===== config.mk =====
export PLATFORM = sky130hd
export DESIGN_NAME = seq_divider32
export DESIGN_NICKNAME = d
export VERILOG_FILES = /design/src/rtl/seq_divider32_pkg.sv /design/src/rtl/seq_divider32_sub_borrow.sv /design/src/rtl/seq_divider32.sv
export SDC_FILE = /design/constraint.sdc
export NUM_CORES = 1
export LEC_CHECK = 0
export CORE_ASPECT_RATIO = 0.8
export CORE_UTILIZATION = 40
export DETAILED_ROUTE_END_ITERATION = 12
export PLACE_DENSITY = 0.59
export SETUP_SLACK_MARGIN = 0.02
export SLEW_MARGIN = 20
export SYNTH_ARGS = -nofsm -noshare
export SYNTH_HDL_FRONTEND = slang
export SYNTH_SLANG_ARGS = --single-unit

===== constraint.sdc =====
create_clock -name clk -period 3.8 [get_ports clk]
set_input_delay 0.76 -clock clk [delete_from_list [all_inputs] [get_ports clk]]
set_output_delay 0.76 -clock clk [all_outputs]
set_load 0.03 [all_outputs]

===== src/rtl/seq_divider32_pkg.sv =====
// Shared definitions for the sequential restoring divider: sizes, FSM state
// encodings and the quotient reported on divide-by-zero.
package seq_divider32_pkg;

  localparam int DEF_WIDTH = 32;
  localparam int DEF_CNT_W = 6;

  typedef logic [1:0] state_t;

  localparam state_t IDLE = 2'd0;
  localparam state_t CALC = 2'd1;
  localparam state_t DONE = 2'd2;

  localparam logic [DEF_WIDTH-1:0] DBZ_QUOT = '1;

endpackage


===== src/rtl/seq_divider32_sub_borrow.sv =====
// Combinational W-bit subtract a - b formed as a + ~b + 1; borrow is the
// inverted carry out.
module seq_divider32_sub_borrow #(
  parameter int W = 33
) (
  input  logic [W-1:0] a,
  input  logic [W-1:0] b,
  output logic [W-1:0] diff,
  output logic         borrow
);

  logic [W:0] sum;

  assign sum    = {1'b0, a} + {1'b0, ~b} + {{W{1'b0}}, 1'b1};
  assign diff   = sum[W-1:0];
  assign borrow = ~sum[W];

endmodule


===== src/rtl/seq_divider32.sv =====
// Iterative unsigned restoring divider: one quotient bit per clock behind a
// start/busy/done handshake, with a divide-by-zero fast path.
module seq_divider32
  import seq_divider32_pkg::*;
#(
  parameter int WIDTH = DEF_WIDTH,
  parameter int CNT_W = DEF_CNT_W
) (
  input  logic             clk,
  input  logic             rst,
  input  logic             start,
  input  logic [WIDTH-1:0] dividend,
  input  logic [WIDTH-1:0] divisor,
  output logic             busy,
  output logic             done,
  output logic [WIDTH-1:0] quotient,
  output logic [WIDTH-1:0] remainder,
  output logic             dbz
);

  state_t           state;
  logic [CNT_W-1:0] count;
  logic [WIDTH-1:0] dvsr;
  logic [WIDTH-1:0] rem_acc;
  logic [WIDTH-1:0] q_acc;
  logic [WIDTH:0]   trial;
  logic             borrow;
  logic [WIDTH-1:0] rem_nxt;
  logic [WIDTH-1:0] q_nxt;

  seq_divider32_sub_borrow #(.W(WIDTH + 1)) u_sub (
    .a      ({rem_acc, q_acc[WIDTH-1]}),
    .b      ({1'b0, dvsr}),
    .diff   (trial),
    .borrow (borrow)
  );

  // trial[WIDTH] and borrow agree because the partial remainder stays below
  // the divisor, so the top difference bit is set only when the subtract wraps.
  always_comb begin
    rem_nxt = borrow ? {rem_acc[WIDTH-2:0], q_acc[WIDTH-1]} : trial[WIDTH-1:0];
    q_nxt   = {q_acc[WIDTH-2:0], ~trial[WIDTH]};
  end

  assign busy = (state != IDLE);

  // Operand and accumulator registers carry no reset; they are always
  // reloaded on an accepted start before being used.
  always_ff @(posedge clk) begin
    if (state == IDLE && start) begin
      dvsr    <= divisor;
      rem_acc <= '0;
      q_acc   <= dividend;
    end else if (state == CALC) begin
      rem_acc <= rem_nxt;
      q_acc   <= q_nxt;
    end
  end

  always_ff @(posedge clk or posedge rst) begin
    if (rst) begin
      state     <= IDLE;
      count     <= '0;
      done      <= 1'b0;
      dbz       <= 1'b0;
      quotient  <= '0;
      remainder <= '0;
    end else begin
      case (state)
        IDLE: begin
          if (start) begin
            count <= '0;
            if (divisor == '0) begin
              state     <= DONE;
              quotient  <= DBZ_QUOT[WIDTH-1:0];
              remainder <= dividend;
              dbz       <= 1'b1;
            end else begin
              state <= CALC;
              dbz   <= 1'b0;
            end
          end
        end
        CALC: begin
          count <= count + CNT_W'(1);
          if (count == CNT_W'(WIDTH - 1)) begin
            state     <= DONE;
            quotient  <= q_nxt;
            remainder <= rem_nxt;
          end
        end
        // DONE spends one cycle with results already registered, then one
        // cycle with the done pulse, so busy covers the whole pulse.
        DONE: begin
          if (done) begin
            done  <= 1'b0;
            state <= IDLE;
          end else begin
            done <= 1'b1;
          end
        end
        default: begin
          state <= IDLE;
          done  <= 1'b0;
        end
      endcase
    end
  end

endmodule

; ---- After elaboration in Yosys (flattened, before gate mapping)
; Cells that the tools add are included.
[classes]
n_addsub = 3
n_eq_ne = 7
n_mux = 21
bitwise_logic = 2
reduce_logical = 11
[ops]
columns = operator, count
row1 = $mux W32, 9
row2 = $pmux W32 S2, 2
row3 = $add A33 B33 Y34, 1
row4 = $add A34 B1 Y34 const B, 1
row5 = $not A32 Y33, 1
row6 = $logic_not A32 Y1, 1
row7 = $pmux W6 S2, 1
row8 = $mux W2, 4
row9 = $add A6 B1 Y6 const B, 1
row10 = $eq A6 B5 Y1 const B, 1
row11 = $mux W6, 1
row12 = $pmux W2 S3, 1
row13 = $reduce_bool A2 Y1, 3
row14 = $ne A2 B1 Y1 const B, 2
row15 = $ne A2 B2 Y1 const B, 2
row16 = $reduce_and A2 Y1, 2
row17 = $reduce_and A4 Y1, 1
row18 = $reduce_and A3 Y1, 1
row19 = $eq A2 B1 Y1 const B, 1
row20 = $eq A2 B2 Y1 const B, 1
row21 = $logic_not A2 Y1, 1
row22 = $mux W1, 2
row23 = $pmux W1 S2, 1
row24 = $reduce_or A2 Y1, 1
row25 = 2 further kinds, 2
[word_totals]
reg_bits = 170
output_inout_bits = 67
elab_cells = 53

; ---- Logic depth before layout (Yosys ltp)
; Gate-level depths: netlist of the first run.
[depth]
ltp_word = 6
depth_mapped = 14
depth_no_buf = 12

; ---- Modules after synthesis
; Synthesis of the first run repeated with hierarchy kept, for this count alone.
[unflattened]
hier_cells = 891
area_unflattened_um2 = 8839.7
[by_module_without_submodules]
columns = mod, n_inst, cells_per_inst, area_per_inst_um2
row1 = seq_divider32, 1, 588, 6781.5
row2 = seq_divider32_sub_borrow, 1, 303, 2058.2

; ---- Worst setup path before layout of the first run
; OpenSTA, ideal clock, no wires.
[synth_path]
path_type = reg-to-reg
from = reg dvsr[0]
to = reg q_acc[0], data pin
arrival_time_ns = 2.579
required_ns = 3.540
path_slack_ns = 0.961
path_stages_with_launch = 12
n_path_buf = 0
synth_period_minus_slack_ns = 2.839
path_cell_list = edfxtp_1 -> ha_1 -> fa_1 -> nand2b_1 -> a21o_1 -> a21oi_1 -> o21ai_1 -> a31o_2 -> o211a_1 -> o21ai_1 -> xor2_1 -> mux2_2
[synth_via]
elab_chain_cells = 6
[synth_lines]
columns = item, line_no
row1 = start: declaration, seq_divider32.sv:23  ; logic [WIDTH-1:0] dvsr;
row2 = start signal: assignment, seq_divider32.sv:51  ; dvsr <= divisor;
row3 = $not A32 Y33, seq_divider32_sub_borrow.sv:14  ; assign sum = {1'b0, a} + {1'b0, ~b} + {{W{1'b0}}, 1'b1};
row4 = $add A33 B33 Y34, seq_divider32_sub_borrow.sv:14
row5 = $add A34 B1 Y34, seq_divider32_sub_borrow.sv:14
row6 = $not A1 Y1, seq_divider32.sv:42  ; q_nxt = {q_acc[WIDTH-2:0], ~trial[WIDTH]};
row7 = $mux W32, seq_divider32.sv:54  ; end else if (state == CALC) begin
row8 = $mux W32, seq_divider32.sv:50  ; if (state == IDLE && start) begin
row9 = end signal: assignment, seq_divider32.sv:53  ; q_acc <= dividend;
row10 = end signal: assignment, seq_divider32.sv:56  ; q_acc <= q_nxt;
row11 = end: declaration, seq_divider32.sv:25  ; logic [WIDTH-1:0] q_acc;
; No other way between the ends. The select of a mux whose other input is x is not followed.
; A chain may end at the register's enable or synchronous reset.

; ---- Final worst setup path of the first run
[layout_path]
from = reg q_acc[31]
to = reg q_acc[0], data pin
[layout_via]
elab_chain_cells = 5
[layout_lines]
columns = item, line_no
row1 = $add A33 B33 Y34, seq_divider32_sub_borrow.sv:14
row2 = $add A34 B1 Y34, seq_divider32_sub_borrow.sv:14
row3 = $not A1 Y1, seq_divider32.sv:42
row4 = $mux W32, seq_divider32.sv:54
row5 = $mux W32, seq_divider32.sv:50
; No other way between the ends. The select of a mux whose other input is x is not followed.

==> results of run 1 <==
-- metrics by stage --
stage          instance area, sq um  hold slack, ns  setup slack [ns]
6_report                      11000           0.485             0.356
3_5_place_dp                  10500           0.468             0.250
2_1_floorplan                  8770           0.446             0.961
4_1_cts                       11000           0.483             0.415
3_3_place_gp                  10500           0.459             0.211
5_1_grt                       11000           0.496             0.224
-- synthesized netlist by cell type (all sizes together), types with 6 or more instances --
cell      n  area [sq um]
nand4     7          43.8
a211oi   17           133
inv      46           173
o21ai    59           295
nor4     11          68.8
o31ai     9          67.6
nor2    115           432
mux2i    21           210
o21a     10          75.1
nor2b     8          52.6
edfxtp   64          1920
a21o     24           180
xor2      9          78.8
a31oi     6          37.5
buf       8          67.6
o211ai   11          87.6
and2      6          40.0
dfrtp    74          1850
dfxtp    32           641
nand2   177           672
clkbuf   45           170
nand3    11          55.1
xnor2    18           158
nand2b    6          37.5
a21oi    80           400
ha       33           413
-- worst max-delay path, cell delays in order, from the launching register on --
cell                       delay (ns)
sky130_fd_sc_hd__edfxtp_1        0.37
sky130_fd_sc_hd__inv_1           0.09
sky130_fd_sc_hd__ha_1            0.23
sky130_fd_sc_hd__fa_1            0.40
sky130_fd_sc_hd__nand2b_1        0.18
sky130_fd_sc_hd__a21o_1          0.20
sky130_fd_sc_hd__a21oi_1         0.21
sky130_fd_sc_hd__o21ai_1         0.21
sky130_fd_sc_hd__a31o_2          0.33
sky130_fd_sc_hd__o211a_1         0.27
sky130_fd_sc_hd__o21ai_1         0.19
sky130_fd_sc_hd__xor2_1          0.39
sky130_fd_sc_hd__mux2_2          0.24
-- sequential cells by signal (all words and copies together), names as in the netlist --
| register | flops |
|---|---|
| dbz | 1 |
| dvsr | 32 |
| state | 2 |
| remainder | 32 |
| quotient | 32 |
| count | 6 |
| rem_acc | 32 |
| q_acc | 32 |
| done | 1 |
-- final timing paths --
path	slack, ns	end	depth (start not counted)	startpoint
min in group asynchronous	0.74	quotient[26]$_DFFE_PP0P_	2	rst
max reg2reg	0.36	q_acc[0]$_DFFE_PP_	12	q_acc[31]$_DFFE_PP_
min	0.48	remainder[15]$_DFFE_PP0P_	1	remainder[15]$_DFFE_PP0P_
max	0.36	q_acc[0]$_DFFE_PP_	12	q_acc[31]$_DFFE_PP_
max in group asynchronous	2.26	count[4]$_DFFE_PP0P_	3	rst
min reg2reg	0.48	remainder[15]$_DFFE_PP0P_	1	remainder[15]$_DFFE_PP0P_
-- layer usage --
metal	vias to the layer above	global-route usage [%]
met2	180	33.1
met1	3374	30.6
met5	-	0
met3	13	4.90
li1	3583	-
met4	0	4.49
-- area by class of cell --
| type | count | share of cell area (%) |
|---|---|---|
| multi-input cells | 687 | 35.9 |
| clock inverters | 13 | 1.22 |
| flip-flops and latches | 170 | 40.0 |
| well taps | 275 | 3.12 |
| inverters | 47 | 1.60 |
| repair buffers | 155 | 14.1 |
| clock buffers | 19 | 4.01 |
-- power by group through the flow --
stage | registers (W) | clock network (W) | logic, W
2_1_floorplan | 0.00378 | 0 | 0.00320
3_3_place_gp | 0.00334 | 0 | 0.00539
3_5_place_dp | 0.00333 | 0 | 0.00545
4_1_cts | 0.00331 | 0.00177 | 0.00548
5_1_grt | 0.00340 | 0.00186 | 0.00601
6_report | 0.00330 | 0.00174 | 0.00545
-- cell families (layout without fill, tap and decap cells) --
family | after synthesis | after routing | synth area share (%)
XOR/XNOR | 27 | 27 | 2.70
multiplexers | 22 | 22 | 2.53
adder cells (fa/ha/maj) | 34 | 34 | 4.94
AND/OR/NAND/NOR | 355 | 355 | 17.0
AO/OA/AOI/OAI | 249 | 249 | 17.7
buffers and inverters | 100 | 234 | 4.72
flip-flops | 170 | 170 | 50.3
==> flow_summary.yaml, run 1 <==
placement:
  port_buffers: 133
  globalplace.congestion: 0.840
  detailed_place_hpwl_mm: 16.9
  post-place-cells: 1334
clock_tree:
  clk_pin_slew_ns: 0.07
  ctsRootBufferMaster: "sky130_fd_sc_hd__clkbuf_16"
  clockBufferDepth: 2
  cts.htree.levels: 4
  cts-resized-gates: 0
  post-cts-setup-buffer-count: 0
  clk-insertion-delay-late_ns: 0.44
  tritoncts_clock_tree: "done"
  tritoncts_num_sinks: 170
  cts.hold.buffers_added: 0
  cts_made_buffers: 17
critical_path:
  path_class: "reg2reg"
  critPathMaxFanout: 5
  critPathLaunchType: "register"
  worst_ep_required_time_ns: 4.11
  endpoint_kind: "register"
  timing.critical_path.arrival_ns: 3.75
drt:
  routed-wl-met2_mm: 10.4
  drc_errors: 0
  wl_met1_mm: 11.7
  met3RoutedLength_mm: 1.05
  routed_wl_mm: 23.3
  wire_per_inst_um: 17.1
  top_layer_used: "met4"
  detail_route.iter0.violations: 436
  firstDrtPassIters: 7
  avgViaCountPerCell: 5.23
  postRouteAntennaNets: 0
  num_vias: 7150
timing:
  slew-limit-headroom_pct: 44.1
  worstMarginPinSlew_ns: 0.838
  timing_hold_violations_final: 0
  clock_skew_ns: 0.0178
  slew_viol_final: 0
  final-setup-viol-count: 0
  timing.final.crit_share_pct: 90.6
  max_freq_mhz: 290
  rsz0062_at_grt: "no"
  min_period_ns: 3.44
  fin_tns_setup_ns: 0
global_routing:
  grt_first_pass_wirelength_mm: 37.2
  grt_start_max_net_pins: 66
  groute.usage.overall_pct: 21.4
  antenna_found_initial: 1
  vias_in_the_first_global_route: 6850
  grt-ovfl-total: 0
finish:
  final-seq-area_sq_mm: 0.00441
  final_common_cell: "sky130_fd_sc_hd__nand2_1"
  total_area_of_multi_input_combinational_cells_sq_mm: 0.00396
  layout.filler_cells: 2025
  post-route-util_pct: 51.2
  final_cell_mix: "sky130_fd_sc_hd__nand2_1, sky130_fd_sc_hd__clkdlybuf4s50_1, sky130_fd_sc_hd__nor2_1, sky130_fd_sc_hd__a21oi_1, sky130_fd_sc_hd__dfrtp_1"
  diodes: 0
  fin_cells: 1366
  drive_above_1_share_pct: 6.32
  finalNetCount: 1179
  area_growth_pct: 25.8
floorplan:
  floorplan.initialDensity_pct: 40.7
  core_region_area_sq_mm: 0.0216
  core.rowCount: 48
  floorplan.die_area_sq_mm: 0.0225
  io-pin-count: 134
  vertical_extent_of_the_die_um: 134
  chipWidth_um: 168
pwr:
  netSwitchingPower_w: 0.00459
  p_per_area_mw_per_mm2: 951
  cell_internal_pwr_w: 0.00591
  vdd.ir_drop.worst_uv: 437
  power.share.clock_pct: 16.6
  power.sequential.fraction_pct: 31.5
  power.share.combinational_pct: 51.9
  netSwitchingFraction_pct: 43.7
  leakage_nw: 4.63
  report.power.total_w: 0.0105
synthesis:
  synth_top_flop_cell: "sky130_fd_sc_hd__dfrtp_1"
  synth_seq_area_share_pct: 50.3
  synth-seq-cells: 170
  ys_warn_count: 0
  synth_enable_flop_cells: 64
  synthesis.area_per_instance_sq_um: 9.16
  synth_cells: 957
  asyncSetResetFlopFracSynth_pct: 43.5
  synth.lib_cells_used.distinct: 67
  synthesis.nets: 1058
  syn_area_sq_mm: 0.00877
outcome:
  outcome: "complete, no violations"
worst_hold_path:
  hold_class: "reg2reg"
run:
  cap_viol_max_count: 0
No activity file was read; power rests on OpenSTA's default activity.
==> run 2, diff against run 1 <==
--- a/config.mk
+++ b/config.mk
@@ -5,8 +5,10 @@
 export SDC_FILE = /design/constraint.sdc
 export NUM_CORES = 1
 export LEC_CHECK = 0
+export CAP_MARGIN = 10
 export CORE_ASPECT_RATIO = 0.8
 export CORE_UTILIZATION = 40
+export CTS_BUF_LIST = sky130_fd_sc_hd__clkbuf_8
 export DETAILED_ROUTE_END_ITERATION = 12
 export PLACE_DENSITY = 0.59
 export SETUP_SLACK_MARGIN = 0.02
==> flow_summary.yaml, run 2 (synthesis results as in run 1) <==
worst_hold_path:
  hold_class: "reg2reg"
clock_tree:
  cts.hold.buffers_added: 0
  cts.htree.levels: 4
  clk-insertion-delay-late_ns: 0.48
  cts-resized-gates: 0
  ctsRootBufferMaster: "sky130_fd_sc_hd__clkbuf_8"
  clockBufferDepth: 2
  tritoncts_num_sinks: 170
  post-cts-setup-buffer-count: 0
  cts_made_buffers: 17
  clk_pin_slew_ns: 0.10
  tritoncts_clock_tree: "done"
critical_path:
  path_class: "reg2reg"
  worst_path_largest_cell_delay_ns: 0.43
  timing.critical_path.arrival_ns: 3.80
  critPathLaunchType: "register"
  critPathMaxFanout: 5
  endpoint_kind: "register"
  cell_with_the_largest_stage_delay_on_the_worst_path: "sky130_fd_sc_hd__edfxtp_1"
  critical_path.cell_chain: "ha_1 > fa_1 > nand2b_1 > a21o_1 > a21oi_1 > o21ai_1 > a31o_2 > o211a_1 > o21ai_1 > xor2_1 > mux2_2"
  worst_ep_required_time_ns: 4.14
  most_frequent_cell_on_critical_path: "sky130_fd_sc_hd__o21ai_1"
timing:
  rsz0062_at_grt: "no"
  clock_skew_ns: 0.0204
  max_freq_mhz: 289
  slew-limit-headroom_pct: 44.0
  worstMarginPinSlew_ns: 0.840
  fin_tns_setup_ns: 0
  min_period_ns: 3.46
  final-setup-viol-count: 0
  timing.final.crit_share_pct: 91.0
  slew_viol_final: 0
  timing_hold_violations_final: 0
finish:
  final_cell_mix: "sky130_fd_sc_hd__nand2_1, sky130_fd_sc_hd__clkdlybuf4s50_1, sky130_fd_sc_hd__nor2_1, sky130_fd_sc_hd__a21oi_1, sky130_fd_sc_hd__dfrtp_1"
  finalNetCount: 1179
  layout.filler_cells: 2042
  final_common_cell: "sky130_fd_sc_hd__nand2_1"
  area_growth_pct: 23.7
  drive_above_1_share_pct: 6.32
  diodes: 0
drt:
  num_vias: 7157
  postRouteAntennaNets: 0
  wire_per_inst_um: 17.1
  firstDrtPassIters: 5
  routed_wl_mm: 23.4
  detail_route.iter0.violations: 520
  avgViaCountPerCell: 5.24
  drc_errors: 0
global_routing:
  groute.usage.overall_pct: 21.4
  antenna_found_initial: 1
  vias_in_the_first_global_route: 6809
  grt_start_max_net_pins: 66
  grt_first_pass_wirelength_mm: 37.2
  grt-ovfl-total: 0
placement:
  detailed_place_hpwl_mm: 16.9
  globalplace.congestion: 0.840
  port_buffers: 133
pwr:
  vdd.ir_drop.worst_uv: 434
  p_per_area_mw_per_mm2: 926
  report.power.total_w: 0.0100
  leakage_nw: 4.55
floorplan:
  io-pin-count: 134
  chipWidth_um: 168
  floorplan.die_area_sq_mm: 0.0225
  vertical_extent_of_the_die_um: 134
  core_region_area_sq_mm: 0.0216
  core.rowCount: 48
  floorplan.initialDensity_pct: 40.7
outcome:
  outcome: "complete, no violations"
run:
  cap_viol_max_count: 0
## run 2: cell types whose count changed in the layout (fill, tap and decap cells not counted), sizes merged
cell | before | now
inv | 53 | 54
clkbuf | 19 | 18
## run 2: layer usage
metal / wire [um] / track usage [%] / part of all wire (%) / vias up
met5: 0 / 0 / 0 / -
met4: 129 / 3.92 / 0.55 / 0
met3: 1070 / 4.99 / 4.6 / 9
met2: 10500 / 33.1 / 45 / 155
met1: 11700 / 30.9 / 50 / 3414
li1: - / - / - / 3579
## run 2: per-stage QoR
stage	hold slack (ns)	cell area, sq um	setup slack (ns)	utilization [%]	std cells
floorplan	0.446	8770	0.961	-	957
global route	0.503	10800	0.215	50.3	1366
CTS	0.490	10800	0.411	50.3	1366
global placement	0.459	10500	0.211	48.5	1334
finish	0.488	10800	0.343	50.3	1366
detailed placement	0.468	10500	0.250	48.5	1334
## run 2: critical path, delay by kind of cell, from the launching register on
kind | cells | cell delay [ns]
AND/OR/NAND/NOR | 1 | 0.18
XOR/XNOR | 1 | 0.40
multiplexers | 1 | 0.24
flip-flops | 1 | 0.43
adder cells (fa/ha/maj) | 2 | 0.66
AO/OA/AOI/OAI | 6 | 1.41
## run 2: worst paths after layout
| kind | startpoint | end | slack, ns | depth (start not counted) |
|---|---|---|---|---|
| min | remainder[15]$_DFFE_PP0P_ | remainder[15]$_DFFE_PP0P_ | 0.49 | 1 |
| max | dvsr[0]$_DFFE_PP_ | q_acc[0]$_DFFE_PP_ | 0.34 | 11 |
| max reg2reg | dvsr[0]$_DFFE_PP_ | q_acc[0]$_DFFE_PP_ | 0.34 | 11 |
| min in group asynchronous | rst | quotient[26]$_DFFE_PP0P_ | 0.70 | 2 |
| min reg2reg | remainder[15]$_DFFE_PP0P_ | remainder[15]$_DFFE_PP0P_ | 0.49 | 1 |
| max in group asynchronous | rst | count[3]$_DFFE_PP0P_ | 2.30 | 3 |
## run 2: layout make-up
class                      instances  area, sq um  share of cell area, %
timing repair buffer             155         1560                   14.4
tap                              275          344                   3.17
sequential                       170         4410                   40.7
inverter                          47          176                   1.63
clock inverter                    14          139                   1.28
multi-input combinational        687         3960                   36.5
clock buffer                      18          248                   2.29
## run 2: where the power goes
group          total [W]  switching (W)  internal, W
clock            0.00130       0.000746     0.000553
combinational    0.00544        0.00326      0.00218
sequential       0.00330       0.000519      0.00278
